<file path="config.mk">
export PLATFORM = sky130hd
export DESIGN_NAME = io_out_slew
export DESIGN_NICKNAME = d
export VERILOG_FILES = /design/src/rtl/io_out_slew.sv
export SDC_FILE = /design/constraint.sdc
export NUM_CORES = 1
export LEC_CHECK = 0
export BUFFER_PORTS_ARGS = -buffer_cell sky130_fd_sc_hd__buf_2
export CAP_MARGIN = 20
export CORE_UTILIZATION = 41
export DETAILED_ROUTE_END_ITERATION = 12
export PLACE_DENSITY = 0.76
export SLEW_MARGIN = 10
export SYNTH_ARGS = -nofsm -noshare
export SYNTH_HDL_FRONTEND = slang
export SYNTH_SLANG_ARGS = --single-unit
export TNS_END_PERCENT = 100
</file>
<file path="constraint.sdc">
create_clock -name clk -period 1.6 [get_ports clk]
set_clock_uncertainty 0.15 [all_clocks]
set_input_delay 0.08 -clock clk [delete_from_list [all_inputs] [get_ports clk]]
set_output_delay 0.08 -clock clk [all_outputs]
set_load 0.03 [all_outputs]
</file>
<file path="src/rtl/io_out_slew.sv">
// Slew-controlled pad output driver: ramps thermometer-coded leg enables between high-Z and
// the requested drive strength. Define IO_OUT_SLEW_RAMP_EN for ramping; otherwise legs switch in one cycle.
module io_out_slew #(
  parameter int NUM_CH      = 4,
  parameter int NUM_LEGS    = 16,
  parameter int STEP_CYCLES = 4
) (
  input  logic                          clk,
  input  logic                          rst_n,
  input  logic [NUM_CH-1:0]             data_i,
  input  logic                          oe_i,
  input  logic [$clog2(NUM_LEGS+1)-1:0] drive_max_i,
  output logic [NUM_CH-1:0]             pad_a_o,
  output logic [NUM_LEGS-1:0]           leg_oe_o,
  output logic                          driving_o,
  output logic                          busy_o
);

  localparam int            CW   = $clog2(NUM_LEGS + 1);
  localparam logic [CW-1:0] LEGS = CW'(NUM_LEGS);
  localparam logic [CW-1:0] ONE  = CW'(1);

  // Bit 2 is the DRIVE flag and bit 1 the ramping flag, so both status outputs come straight off flops.
  typedef enum logic [2:0] {
    HIZ       = 3'b000,
    RAMP_UP   = 3'b010,
    RAMP_DOWN = 3'b011,
    DRIVE     = 3'b100
  } state_t;

  state_t        state;
  logic [CW-1:0] cnt;
  logic [CW-1:0] tgt_new;

  // Requested strength clamped into 1..NUM_LEGS.
  always_comb begin
    // NOTE: default assignment first so every path assigns tgt_new and no latch is inferred.
    tgt_new = drive_max_i;
    if (drive_max_i > LEGS)
      tgt_new = LEGS;
    else if (drive_max_i == '0)
      tgt_new = ONE;
  end

  // Leg enables decode from cnt, so an asynchronous reset releases every leg at once.
  always_comb begin
    leg_oe_o = '0;
    for (int i = 0; i < NUM_LEGS; i++)
      leg_oe_o[i] = (i < int'(cnt));
  end

  // NOTE: sequential state uses non-blocking assignments so all flops update from pre-edge values.
  always_ff @(posedge clk or negedge rst_n) begin
    if (!rst_n)
      pad_a_o <= '0;
    else
      pad_a_o <= data_i;
  end

  assign driving_o = state[2];

`ifdef IO_OUT_SLEW_RAMP_EN
  localparam int TW = $clog2(STEP_CYCLES + 1);

  logic [TW-1:0] timer;
  logic [CW-1:0] tgt;
  logic          step_hit;
  logic [CW-1:0] cnt_dn;
  logic [CW-1:0] cnt_toward;

  assign step_hit   = (timer == TW'(STEP_CYCLES - 1));
  assign cnt_dn     = cnt - ONE;
  assign cnt_toward = (cnt < tgt) ? cnt + ONE : cnt - ONE;
  assign busy_o     = state[1];

  always_ff @(posedge clk or negedge rst_n) begin
    if (!rst_n) begin
      state <= HIZ;
      cnt   <= '0;
      timer <= '0;
      tgt   <= ONE;
    end else begin
      case (state)
        HIZ: begin
          if (oe_i) begin
            tgt   <= tgt_new;
            cnt   <= ONE;
            timer <= '0;
            state <= (tgt_new == ONE) ? DRIVE : RAMP_UP;
          end
        end
        RAMP_UP: begin
          if (!oe_i) begin
            // Release begins with one leg dropped on the abort edge itself.
            cnt   <= cnt_dn;
            timer <= '0;
            state <= (cnt_dn == '0) ? HIZ : RAMP_DOWN;
          end else if (cnt == tgt) begin
            timer <= '0;
            state <= DRIVE;
          end else if (step_hit) begin
            // Steps toward tgt from either side; a reversal may land above the new target.
            cnt   <= cnt_toward;
            timer <= '0;
            if (cnt_toward == tgt)
              state <= DRIVE;
          end else begin
            timer <= timer + 1'b1;
          end
        end
        DRIVE: begin
          if (!oe_i) begin
            cnt   <= cnt_dn;
            timer <= '0;
            state <= (cnt_dn == '0) ? HIZ : RAMP_DOWN;
          end
        end
        RAMP_DOWN: begin
          if (oe_i) begin
            tgt   <= tgt_new;
            timer <= '0;
            state <= RAMP_UP;
          end else if (step_hit) begin
            cnt   <= cnt_dn;
            timer <= '0;
            if (cnt_dn == '0)
              state <= HIZ;
          end else begin
            timer <= timer + 1'b1;
          end
        end
        default: begin
          state <= HIZ;
          cnt   <= '0;
          timer <= '0;
        end
      endcase
    end
  end

  cnt_in_range: assert property (@(posedge clk) disable iff (!rst_n) cnt <= LEGS);
  timer_in_range: assert property (@(posedge clk) disable iff (!rst_n) timer <= TW'(STEP_CYCLES - 1));
`else
  assign busy_o = 1'b0;

  always_ff @(posedge clk or negedge rst_n) begin
    if (!rst_n) begin
      state <= HIZ;
      cnt   <= '0;
    end else begin
      case (state)
        HIZ: begin
          if (oe_i) begin
            cnt   <= tgt_new;
            state <= DRIVE;
          end
        end
        DRIVE: begin
          if (!oe_i) begin
            cnt   <= '0;
            state <= HIZ;
          end
        end
        default: begin
          cnt   <= '0;
          state <= HIZ;
        end
      endcase
    end
  end
`endif

endmodule
</file>
## Yosys cells after proc, flatten, opt, wreduce, memory -nomap -nowiden

Index checks and enable logic that the tools add are counted.

- $lt $le $gt $ge: 17
- Eq/ne operators: 3
- Mux-type cells: 8
- Reduce and logical (&&, ||, !) cells: 3

Operators with widths:

| kind | number |
|---|---|
| 4-bit by 5-bit < comparator with 1-bit output, first input constant | 8 |
| 3-bit by 5-bit < comparator with 1-bit output, first input constant | 4 |
| 5-bit 2-to-1 mux | 4 |
| 1-bit by 5-bit < comparator with 1-bit output, first input constant | 2 |
| 2-bit by 5-bit < comparator with 1-bit output, first input constant | 2 |
| 5-bit case mux with 2 select lines | 1 |
| 3-bit 2-to-1 mux | 2 |
| 3-bit case mux with 2 select lines | 1 |
| 5-bit > comparator, second input constant | 1 |
| 5-bit zero test | 1 |
| 2-bit != test, second input constant | 2 |
| 3-bit equality test, second input constant | 1 |
| 3-bit zero test | 1 |
| 2-bit AND reduction | 1 |

- Register bits: 12
- Output and inout bits: 22
- Word-level logic and storage cells: 34

## Depth between registers and ports, before layout

Gate-level depths: netlist of run 1.

- Word-level depth: 5
- Gate-level depth with buffers: 5
- Mapped depth without buffers: 4

## Worst setup path after synthesis of run 1

Ideal clock, no wire load.

- Kind: register to output
- Start: reg cnt[4]
- End: out leg_oe_o[0]
- Data arrival time: 1.455 ns
- Required time: 1.370 ns
- Setup slack: -0.085 ns
- Cell stages (with the launch flop): 6
- Path buffers: 1
- Cells stage by stage: dfrtp_1 -> buf_6 -> nor2_8 -> inv_2 -> or3_4 -> or2_1

- Longest elaborated chain between the ends: 1

RTL lines:

| item | line | RTL |
|---|---|---|
| start: declaration | 32 | `logic [CW-1:0] cnt;` |
| start signal: assignment | 154 | `cnt <= tgt_new;` |
| 1-bit by 5-bit < comparator with 1-bit output | 49 | `leg_oe_o[i] = (i < int'(cnt));` |
| end: declaration | 14 | `output logic [NUM_LEGS-1:0] leg_oe_o,` |

No other way between the ends.

## Worst setup path in the final report of run 1

- Start: reg cnt[3]
- End: out leg_oe_o[0]

Same word-level chain as after synthesis.

==> qor.tcl, run 1 <==
set qor(status) {finished with violations}
set qor(violations_in_the_final_reports) {negative setup slack}
set qor(multi_input_area_um2) 293
set qor(grt_pass1_wl_mm) 2.17
set qor(critical_path.max_fanout) 2
set qor(port_buffers) 32
set qor(routed_wl_mm) 1.47
set qor(synth_enable_flop_cells) 0
set qor(timing.hold.worst.class) {in -> reg}
set qor(vdd_drop_max_mv) 0.605
set qor(clock_sink_count) 10
set qor(core_area_um2) 1330
set qor(critical_path.startpoint_type) {flop}
set qor(worst_hold_startpoint) {drive_max_i[3]}
set qor(ff_latch_area_um2) 253
set qor(vias) 590
set qor(synth_warnings) 0
set qor(required_ns) 1.37
set qor(synthDominantCellAreaShare_pct) 42.0
set qor(fill_cell_total_of_the_finished_layout) 106
set qor(rrSetupSlack_ns) 0.37
set qor(dp_hpwl_mm) 1.01
set qor(dr.pass1.iters) 4
set qor(wl_per_cell_um) 12.1
set qor(postSynth.topFlopCell) {sky130_fd_sc_hd__dfrtp_1}
set qor(cpMaxStageDelayCell) {sky130_fd_sc_hd__dfrtp_2}
set qor(routed.top_layer) {met4}
set qor(finalHoldViolations) 0
set qor(final_nets) 120
set qor(clk_path_buf_depth) 2
set qor(yosys.cell_count.top_type) {sky130_fd_sc_hd__dfrtp_1}
set qor(cts_tree) {built}
set qor(htree_levels) 1
set qor(finalCoreUtilization_pct) 69.9
set qor(diodes) 0
set qor(yosys_register_bits) 10
set qor(max_stage_delay_ns) 0.44
set qor(row_count) 13
set qor(finalHoldWorstSlack_ns) 0.0130
set qor(fmax_ghz) 0.563
set qor(largest_area_contributor_in_the_netlist) {sky130_fd_sc_hd__dfrtp_1}
set qor(post_synthesis_cell_count) 65
set qor(crit-reg2reg-capture) {cnt[1]}
set qor(cts_root_buffer) {sky130_fd_sc_hd__clkbuf_4}
set qor(cp_data_arrival_time_ns) 1.55
set qor(drt-vias-per-instance) 4.84
set qor(post_synth.cell_area_avg_um2) 9.16
set qor(cp_cell_sequence) {nor2_8 > inv_2 > or3_4 > or2_4 > buf_6}
set qor(worst-setup-path-type) {reg -> out}
set qor(m1WireLength_um) 644
set qor(die_w_um) 40.1
set qor(gpl.final_weighted_congestion) 0.715
set qor(grt_setup_unrepaired) {true}
set qor(path_clk_slew_ns) 0.07
set qor(static-leakage-power_nw) 0.489
set qor(critical_path.n_buffers_inverters) 2
set qor(netlist_top_cells_area) {sky130_fd_sc_hd__dfrtp_1, sky130_fd_sc_hd__nand2_1, sky130_fd_sc_hd__nand2b_1}
set qor(drc_errors) 0
set qor(wl_met2_um) 774
set qor(grt_antenna_before_repair) 0
set qor(area_growth_pct) 56.5
set qor(setup_slack_ns) -0.177
set qor(final.period_utilization_pct) 111
set qor(clock_latency_ns) 0.26
set qor(total_count_of_max_transition_violations_in_the_final_report) 0
set qor(pwr_density_cell_nw_per_um2) 954
set qor(number_of_clock_buffers_inserted_by_tritoncts) 3
set qor(length_of_routed_met3_wiring_um) 33
set qor(gr-usage-all-layers_pct) 20.0
set qor(dieHeight_um) 40.1
set qor(final_antenna_net_count) 0
set qor(critical_path.reg2reg.startpoint) {state[2]}
set qor(grt_start_max_net_pins) 14
set qor(timing.reg2reg.worst_path_depth) 3
set qor(crit_family) {simple AND/OR/NAND/NOR gates}
set qor(initialDrtViolationCount) 11
set qor(hold_depth) 4
set qor(synth.cell_area_um2) 596
set qor(boundaryPins) 34
set qor(preCtsSetupSlack_ns) 0.0640
set qor(number_of_max_cap_violations) 0
set qor(min_delay_worst_endpoint) {cnt[0]}
set qor(syn_nets) 77
set qor(drive_above_1_share_pct) 47.7
set qor(vias_in_the_first_global_route) 539
set qor(endpoint_kind) {primary output}
set qor(fin_crit_ns) 1.78
set qor(synth_seq_area_share_pct) 42.0
set qor(die_area_um2) 1610
set qor(yosys.cell_types.count) 26
set qor(grt_overflow_total) 0
set qor(timing.final.setup_violations) 2
set qor(start_util_pct) 44.7
set qor(synth_cell_count_leaders) {sky130_fd_sc_hd__dfrtp_1, sky130_fd_sc_hd__nand2_1, sky130_fd_sc_hd__clkbuf_1, sky130_fd_sc_hd__nand2b_1}
set qor(asyncSetResetFlopFracSynth_pct) 100
==> cells in the final DEF, fill, tap and decap left out, types with 3 or more instances in the layout <==
cell type and count:
sky130_fd_sc_hd__nor3b_1 4, sky130_fd_sc_hd__mux2i_1 3, sky130_fd_sc_hd__dfrtp_1 8, sky130_fd_sc_hd__o21bai_1 3, sky130_fd_sc_hd__nand2b_1 5, sky130_fd_sc_hd__buf_4 7
sky130_fd_sc_hd__dlygate4sd3_1 8, sky130_fd_sc_hd__nand2_1 9, sky130_fd_sc_hd__clkbuf_4 3, sky130_fd_sc_hd__a21oi_1 4, sky130_fd_sc_hd__buf_6 5, sky130_fd_sc_hd__buf_2 27
==> worst max path at each step <==
stage	depth (start not counted)	slack, ns	start	endpoint
after floorplan	5	-0.03	cnt[4]	leg_oe_o[0]
after global placement	5	0.09	cnt[4]	leg_oe_o[0]
after detailed placement	5	0.06	cnt[4]	leg_oe_o[0]
after CTS	5	-0.18	cnt[4]	leg_oe_o[0]
after global routing	5	-0.22	cnt[3]	leg_oe_o[0]
final	5	-0.18	cnt[3]	leg_oe_o[0]
==> final cells by class <==
cell class	instances	share of cell area, %
clock buffers	4	3.89
multi-input cells	44	31.4
flip-flops and latches	10	27.1
inverters	2	0.805
repair buffers	47	34.8
well taps	15	2.01
==> metrics by stage <==
stage	total power, mW	cells	TNS (ns)	area [um2]
6_report	0.889	122	-0.296	932
5_1_grt	0.936	122	-0.429	932
4_1_cts	0.876	121	-0.288	907
3_5_place_dp	0.618	108	0	762
3_3_place_gp	0.610	108	0	762
2_1_floorplan	0.527	65	-0.0345	598
==> flip-flops by register name (all words and copies together), names as in the netlist <==
signal,cells
cnt,5
pad_a_o,4
state,1
==> power breakdown <==
part	switching [mW]	leakage [nW]	internal [mW]
combinational	0.223	0.346	0.153
clock	0.0875	0.0210	0.138
sequential	0.0190	0.122	0.269
total	0.329	0.489	0.560
==> cell families after synthesis <==
logic type | synth area share [%]
and+or+nand+nor | 27.1
AOI/OAI and AO/OA | 13.7
buffers and inverters | 10.1
DFF | 42.0
muxes | 5.04
xor gates and xnor gates | 1.47
other | 0.630
==> layer usage <==
| metal | GRT usage, % | vias to the layer above |
|---|---|---|
| met3 | 3.33 | 2 |
| met2 | 31.5 | 17 |
| met5 | 0 | - |
| met1 | 26.5 | 274 |
| li1 | - | 297 |
| met4 | 9.48 | 0 |
==> tightest hold or removal path, cell delays in order <==
cell,delay (ns)
sky130_fd_sc_hd__buf_2,0.09
sky130_fd_sc_hd__nor3_1,0.04
sky130_fd_sc_hd__o21ai_0,0.13
sky130_fd_sc_hd__nand2_1,0.05
==> repair_timing <==
action                     CTS  global route
hold buffers                 8             0
cloned                       0             0
buffers inserted             1             1
resized for setup            7             9
setup endpoints to repair    3             5
hold endpoints to repair    20             0
pin swaps                    1             2
Power figures use the tool's default switching activity.
==> run 2: changes to the inputs <==
--- a/config.mk
+++ b/config.mk
@@ -7,9 +7,11 @@
 export LEC_CHECK = 0
 export BUFFER_PORTS_ARGS = -buffer_cell sky130_fd_sc_hd__buf_2
 export CAP_MARGIN = 20
-export CORE_UTILIZATION = 41
+export CORE_ASPECT_RATIO = 1.2
+export CORE_UTILIZATION = 37
+export CTS_CLUSTER_SIZE = 20
 export DETAILED_ROUTE_END_ITERATION = 12
-export PLACE_DENSITY = 0.76
+export PLACE_DENSITY = 0.73
 export SLEW_MARGIN = 10
 export SYNTH_ARGS = -nofsm -noshare
 export SYNTH_HDL_FRONTEND = slang
==> constraint.sdc (replaced) <==
create_clock -name clk -period 1.49 [get_ports clk]
set_clock_uncertainty 0.15 [all_clocks]
set_input_delay 0.0745 -clock clk [delete_from_list [all_inputs] [get_ports clk]]
set_output_delay 0.0745 -clock clk [all_outputs]
set_load 0.03 [all_outputs]
==> qor.tcl, run 2 (same netlist as run 1, synthesis figures left out) <==
set qor(drive_above_1_share_pct) 54.1 ;# +6.4 points
set qor(wl_per_cell_um) 12.3 ;# +1.8%
set qor(vias_in_the_first_global_route) 461 ;# -14%
set qor(seq_power_share_pct) 33.2 ;# +0.8 points
set qor(pwr_density_cell_nw_per_um2) 930 ;# -2.5%
set qor(crit_family) {simple AND/OR/NAND/NOR gates}
set qor(final_nets) 125 ;# +4.2%
set qor(grt_start_max_net_pins) 14 ;# unchanged
set qor(mostFrequentLayoutCell) {sky130_fd_sc_hd__buf_2}
set qor(timing.hold.worst.class) {in -> reg}
set qor(design_power_total_mw) 0.940 ;# +5.7%
set qor(power.share.clock_pct) 19.1 ;# -6.3 points
set qor(htree_levels) 1 ;# unchanged
set qor(multi_input_area_um2) 318 ;# +8.5%
set qor(static-leakage-power_nw) 0.517 ;# +5.6%
set qor(area_growth_pct) 69.7
set qor(row_count) 15 ;# +2
set qor(vdd_drop_max_mv) 0.426 ;# -30%
set qor(core_area_um2) 1460 ;# +9.8%
set qor(critical_path.max_fanout) 2 ;# unchanged
set qor(number_of_max_cap_violations) 0 ;# unchanged
set qor(max_stage_delay_ns) 0.44 ;# about the same
set qor(setup_slack_ns) -0.284 ;# -0.107 ns
set qor(min_delay_worst_endpoint) {cnt[0]}
set qor(cp_cell_sequence) {nor2_8 > inv_2 > or3_4 > or2_4 > buf_6}
set qor(die_area_um2) 1770 ;# +10%
set qor(ff_latch_area_um2) 253 ;# unchanged
set qor(drt-vias-per-instance) 4.69 ;# -3.1%
set qor(timing.reg2reg.worst_path_depth) 5 ;# +2
set qor(boundaryPins) 34 ;# unchanged
set qor(fin_crit_ns) 1.77
set qor(drc_errors) 0 ;# unchanged
set qor(dr.pass1.iters) 4 ;# unchanged
set qor(cts_root_buffer) {sky130_fd_sc_hd__clkbuf_4}
set qor(power_report.internal_total_mw) 0.580 ;# +3.6%
set qor(port_buffers) 32 ;# unchanged
set qor(comb_power_share_pct) 47.7 ;# +5.4 points
set qor(worst_hold_startpoint) {drive_max_i[3]}
set qor(layoutNonFillerInstCount) 128 ;# +4.9%
set qor(die_w_um) 38.6 ;# -3.7%
set qor(gpl.final_weighted_congestion) 0.724 ;# +1.1%
set qor(final_antenna_net_count) 0 ;# unchanged
set qor(endpoint_kind) {primary output}
set qor(dieHeight_um) 46.0 ;# +15%
set qor(placed_cells_incl_taps) 110 ;# +1.9%
set qor(start_util_pct) 40.7 ;# -4.0 points
set qor(timing.final.setup_violations) 9 ;# +7
set qor(critical_path.n_buffers_inverters) 2 ;# unchanged
set qor(routed_wl_mm) 1.57 ;# +6.8%
set qor(required_ns) 1.27 ;# -0.10 ns
set qor(status) {finished with violations}
set qor(fill_cell_total_of_the_finished_layout) 121 ;# +14%
set qor(critical_path.reg2reg.startpoint) {cnt[2]}
set qor(final_cell_area_um2) 1010 ;# +8.5%
set qor(cpMaxStageDelayCell) {sky130_fd_sc_hd__dfrtp_2}
set qor(fmax_ghz) 0.564
set qor(critical_path.startpoint_type) {flop}
set qor(dp_hpwl_um) 916 ;# -9.3%
set qor(largest_register_ff_count) 5 ;# unchanged
set qor(total_count_of_max_transition_violations_in_the_final_report) 0 ;# unchanged
set qor(preCtsSetupSlack_ns) -0.0418 ;# -0.106 ns
set qor(top_regs) {cnt x5, pad_a_o x4, state x1}
set qor(grt_overflow_total) 0 ;# unchanged
set qor(place_area_um2) 764 ;# +0.33%
set qor(clock_sink_count) 10 ;# unchanged
set qor(gr-usage-all-layers_pct) 18.2 ;# -1.8 points
set qor(vias) 600 ;# +1.7%
set qor(grt_setup_unrepaired) {true}
set qor(grt_pass1_wl_mm) 2.12 ;# -2.2%
set qor(grt_antenna_before_repair) 0 ;# unchanged
set qor(cp_data_arrival_time_ns) 1.55 ;# about the same
set qor(diodes) 0 ;# unchanged
set qor(largest-register) {cnt}
set qor(power.net_switching_mw) 0.360 ;# +9.3%
set qor(netSwitchingFraction_pct) 38.3 ;# +1.3 points
set qor(clock_latency_ns) 0.26 ;# about the same
set qor(worst-setup-path-type) {reg -> out}
set qor(path_clk_slew_ns) 0.06 ;# about the same
set qor(cts_tree) {built}
set qor(finalHoldViolations) 0 ;# unchanged
set qor(final.period_utilization_pct) 119
set qor(rrSetupSlack_ns) 0.23 ;# -0.14 ns
set qor(clk_path_buf_depth) 2 ;# unchanged
set qor(number_of_clock_buffers_inserted_by_tritoncts) 3 ;# unchanged
set qor(initialDrtViolationCount) 5 ;# -6
set qor(crit-reg2reg-capture) {cnt[2]}
set qor(mostFrequentLayoutCells) {sky130_fd_sc_hd__buf_2, sky130_fd_sc_hd__buf_4, sky130_fd_sc_hd__nand2_1, sky130_fd_sc_hd__buf_6}
set qor(violations_in_the_final_reports) {negative setup slack}
set qor(hold_depth) 4 ;# unchanged
run 2: worst max path at each step:
stage	startpoint	end	slack [ns]	cells past startpoint
2_1_floorplan	cnt[4]	leg_oe_o[0]	-0.14	5
3_3_place_gp	cnt[4]	leg_oe_o[0]	-0.01	5
3_5_place_dp	cnt[4]	leg_oe_o[0]	-0.04	5
4_1_cts	cnt[4]	leg_oe_o[0]	-0.28	5
5_1_grt	cnt[4]	leg_oe_o[0]	-0.33	5
6_report	cnt[4]	leg_oe_o[0]	-0.28	5
run 2: power groups by stage:
stage / Combinational [mW] / Sequential (mW) / Clock, mW
after floorplan: 0.249 / 0.317 / 0
after global placement: 0.345 / 0.311 / 0
after detailed placement: 0.349 / 0.312 / 0
after CTS: 0.399 / 0.308 / 0.179
after global routing: 0.478 / 0.314 / 0.203
final: 0.448 / 0.312 / 0.180
run 2: repair_timing:
action / 4_1_cts / 5_1_grt
hold endpoints to repair: 20 / 0
hold buffers: 8 / 0
pin swaps: 1 / 3
endpoints found under the setup margin: 8 / 10
resized for setup: 10 / 26
setup buffers: 2 / 7
run 2: worst register-to-register path, delay by kind of cell, from the launching register on:
| kind | cells | cell delay, ns |
|---|---|---|
| flops | 1 | 0.39 |
| mux | 1 | 0.09 |
| buf+inv | 3 | 0.41 |
| compound gates | 1 | 0.11 |
run 2: final cells by class:
type	instances	share of cell area [%]
flip-flops and latches	10	25.0
clock buffers	3	2.23
well taps	17	2.10
repair buffers	52	38.5
multi-input cells	44	31.4
inverters	2	0.743
run 2: per-layer routing:
layer	track usage, %	vias to the layer above	routed length, um
li1	-	306	-
met1	23.5	276	634
met2	28.3	16	871
met3	1.47	2	45
met4	12.4	0	19
met5	0	-	0
run 2: through the flow:
stage / TNS [ns] / hold slack [ns] / util (%)
finish: -1.20 / 0.0332 / 69.1
CTS: -0.609 / 0.0252 / 61.5
floorplan: -0.139 / -0.371 / -
detailed placement: -0.0418 / -0.209 / 52.2
global placement: -0.0129 / -0.214 / 52.2
global route: -1.69 / 0.0634 / 69.1
==> run 3: changes to the inputs <==
--- a/config.mk
+++ b/config.mk
@@ -7,11 +7,12 @@
 export LEC_CHECK = 0
 export BUFFER_PORTS_ARGS = -buffer_cell sky130_fd_sc_hd__buf_2
 export CAP_MARGIN = 20
-export CORE_ASPECT_RATIO = 1.2
-export CORE_UTILIZATION = 37
+export CORE_MARGIN = 3
+export CORE_UTILIZATION = 40
+export CTS_BUF_LIST = sky130_fd_sc_hd__clkbuf_8
 export CTS_CLUSTER_SIZE = 20
 export DETAILED_ROUTE_END_ITERATION = 12
-export PLACE_DENSITY = 0.73
+export PLACE_DENSITY = 0.78
 export SLEW_MARGIN = 10
 export SYNTH_ARGS = -nofsm -noshare
 export SYNTH_HDL_FRONTEND = slang
==> qor.tcl, run 3 (same netlist as run 1, synthesis figures left out) <==
set qor(place_area_um2) 762 ;# -0.33%
set qor(cts_tree) {built}
set qor(crit_family) {simple AND/OR/NAND/NOR gates}
set qor(fin_setup_tns_ns) -0.385 ;# +0.813 ns
set qor(critical_path.max_fanout) 2 ;# unchanged
set qor(path_clk_slew_ns) 0.04 ;# -0.02 ns
set qor(die_w_um) 44.6 ;# +15%
set qor(fin_crit_ns) 1.72 ;# -0.0547 ns
set qor(area_growth_pct) 52.7
set qor(finalCoreUtilization_pct) 67.4 ;# -1.7 points
set qor(critical_path.startpoint_type) {flop}
set qor(boundaryPins) 34 ;# unchanged
set qor(timing.hold.worst.class) {in -> reg}
set qor(timing.final.setup_violations) 3 ;# -6
set qor(grt_pass1_wl_mm) 2.18 ;# +2.9%
set qor(clk_path_buf_depth) 2 ;# unchanged
set qor(max_stage_delay_ns) 0.43 ;# about the same
set qor(vias) 567 ;# -5.5%
set qor(start_util_pct) 44.1 ;# +3.4 points
set qor(drc_errors) 0 ;# unchanged
set qor(gr-usage-all-layers_pct) 15.5 ;# -2.7 points
set qor(vias_in_the_first_global_route) 511 ;# +11%
set qor(vdd_drop_max_mv) 0.702 ;# +65%
set qor(drt-vias-per-instance) 4.76 ;# +1.6%
set qor(grt_start_max_net_pins) 14 ;# unchanged
set qor(total_count_of_max_transition_violations_in_the_final_report) 0 ;# unchanged
set qor(initialDrtViolationCount) 12 ;# +7
set qor(largest-register) {cnt}
set qor(status) {finished with violations}
set qor(final_antenna_net_count) 0 ;# unchanged
set qor(cp_data_arrival_time_ns) 1.50 ;# -0.05 ns
set qor(diodes) 0 ;# unchanged
set qor(port_buffers) 32 ;# unchanged
set qor(clock_latency_ns) 0.23 ;# -0.03 ns
set qor(cpMaxStageDelayCell) {sky130_fd_sc_hd__dfrtp_2}
set qor(number_of_max_cap_violations) 0 ;# unchanged
set qor(required_ns) 1.27 ;# about the same
set qor(mostFrequentLayoutCells) {sky130_fd_sc_hd__buf_2, sky130_fd_sc_hd__nand2_1, sky130_fd_sc_hd__dfrtp_1, sky130_fd_sc_hd__dlygate4sd3_1, sky130_fd_sc_hd__buf_4}
set qor(endpoint_kind) {primary output}
set qor(preCtsSetupSlack_ns) -0.0311 ;# +0.0107 ns
set qor(static-leakage-power_nw) 0.478 ;# -7.5%
set qor(gpl.final_weighted_congestion) 0.782 ;# +8.1%
set qor(final_nets) 118 ;# -5.6%
set qor(grt_overflow_total) 0 ;# unchanged
set qor(number_of_clock_buffers_inserted_by_tritoncts) 3 ;# unchanged
set qor(fmax_ghz) 0.582 ;# +3.2%
set qor(finalHoldViolations) 0 ;# unchanged
set qor(dr.pass1.iters) 3 ;# -1
set qor(setup_slack_ns) -0.230 ;# +0.0547 ns
set qor(largest_register_ff_count) 5 ;# unchanged
set qor(final.period_utilization_pct) 115 ;# -3.7 points
set qor(mostFrequentLayoutCell) {sky130_fd_sc_hd__buf_2}
set qor(violations_in_the_final_reports) {negative setup slack}
set qor(dp_hpwl_um) 950 ;# +3.7%
set qor(clock_sink_count) 10 ;# unchanged
set qor(core_area_um2) 1350 ;# -7.8%
set qor(grt_setup_unrepaired) {true}
set qor(fill_cell_total_of_the_finished_layout) 110 ;# -9.1%
set qor(final_cell_area_um2) 910 ;# -10%
set qor(routed_wl_mm) 1.37 ;# -13%
set qor(dieHeight_um) 44.6 ;# -3.0%
set qor(postCtsSetupBuffers) 0 ;# -2
set qor(htree_levels) 1 ;# unchanged
set qor(critical_path.n_buffers_inverters) 2 ;# unchanged
set qor(cts_root_buffer) {sky130_fd_sc_hd__clkbuf_8}
set qor(drive_above_1_share_pct) 47.1 ;# -6.9 points
set qor(row_count) 13 ;# -2
set qor(die_area_um2) 1990 ;# +12%
set qor(cp_cell_sequence) {nor2_8 > inv_2 > or3_4 > or2_4 > buf_6}
set qor(top_regs) {cnt x5, pad_a_o x4, state x1}
set qor(finalHoldWorstSlack_ns) 0.0800 ;# +0.0468 ns
set qor(pwr_density_cell_nw_per_um2) 1050 ;# +13%
set qor(wl_per_cell_um) 11.5 ;# -6.4%
set qor(grt_antenna_before_repair) 0 ;# unchanged
set qor(worst-setup-path-type) {reg -> out}
==> run 3: changes by cell type in the layout (fill, tap and decap cells not counted), moves of 3 or more <==
cell,delta
sky130_fd_sc_hd__buf_6,-7
sky130_fd_sc_hd__clkbuf_8,+3
sky130_fd_sc_hd__buf_2,+7
sky130_fd_sc_hd__clkbuf_4,-3
sky130_fd_sc_hd__buf_4,-7
==> run 3: metrics by stage <==
step | total power [mW] | std cells
6_report | 0.959 | 119
4_1_cts | 0.956 | 119
3_5_place_dp | 0.663 | 108
5_1_grt | 1.02 | 119
3_3_place_gp | 0.657 | 108
2_1_floorplan | 0.566 | 65
==> run 3: worst reg2reg max path: stages, from the launching register on <==
cell                      delay, ns
sky130_fd_sc_hd__dfrtp_1       0.49
sky130_fd_sc_hd__nor3b_1       0.23
sky130_fd_sc_hd__a21oi_1       0.06
sky130_fd_sc_hd__mux2i_1       0.18
==> run 3: layout make-up <==
| type | instances | area [um2] | area share (%) |
|---|---|---|---|
| Multi-Input combinational cell | 44 | 297 | 32.6 |
| Clock buffer | 3 | 41.3 | 4.54 |
| Sequential cell | 10 | 253 | 27.8 |
| Tap cell | 15 | 18.8 | 2.06 |
| Inverter | 2 | 7.51 | 0.825 |
| Timing Repair Buffer | 45 | 293 | 32.2 |
==> run 3: timing repair <==
item,CTS,global route
pin swaps,1,2
resized for setup,5,5
endpoints found under the hold margin,17,0
endpoints found under the setup margin,3,8
gates cloned,0,0
hold buffers,8,0
==> run 3: power by group <==
part / internal (mW) / total [mW] / switching, mW
registers: 0.290 / 0.310 / 0.0197
clock network: 0.176 / 0.268 / 0.0918
logic: 0.148 / 0.382 / 0.234
==> run 3: layer usage <==
layer  GRT usage, %  wire [um]  up-vias
met5              0          0        -
met3           4.88         88        2
met4           5.42         12        0
li1               -          -      293
met1           18.8        589      253
met2           25.5        676       19
==> run 3: worst paths after layout <==
check / start / slack, ns / depth (start not counted) / end
min reg2reg: cnt[0] / 0.49 / 2 / cnt[0]
max in group asynchronous: rst_n / 0.90 / 2 / cnt[4]
min in group asynchronous: rst_n / 0.09 / 2 / state[2]
max reg2reg: state[2] / 0.29 / 3 / cnt[3]
min: drive_max_i[3] / 0.08 / 4 / cnt[0]
max: cnt[4] / -0.23 / 5 / leg_oe_o[0]
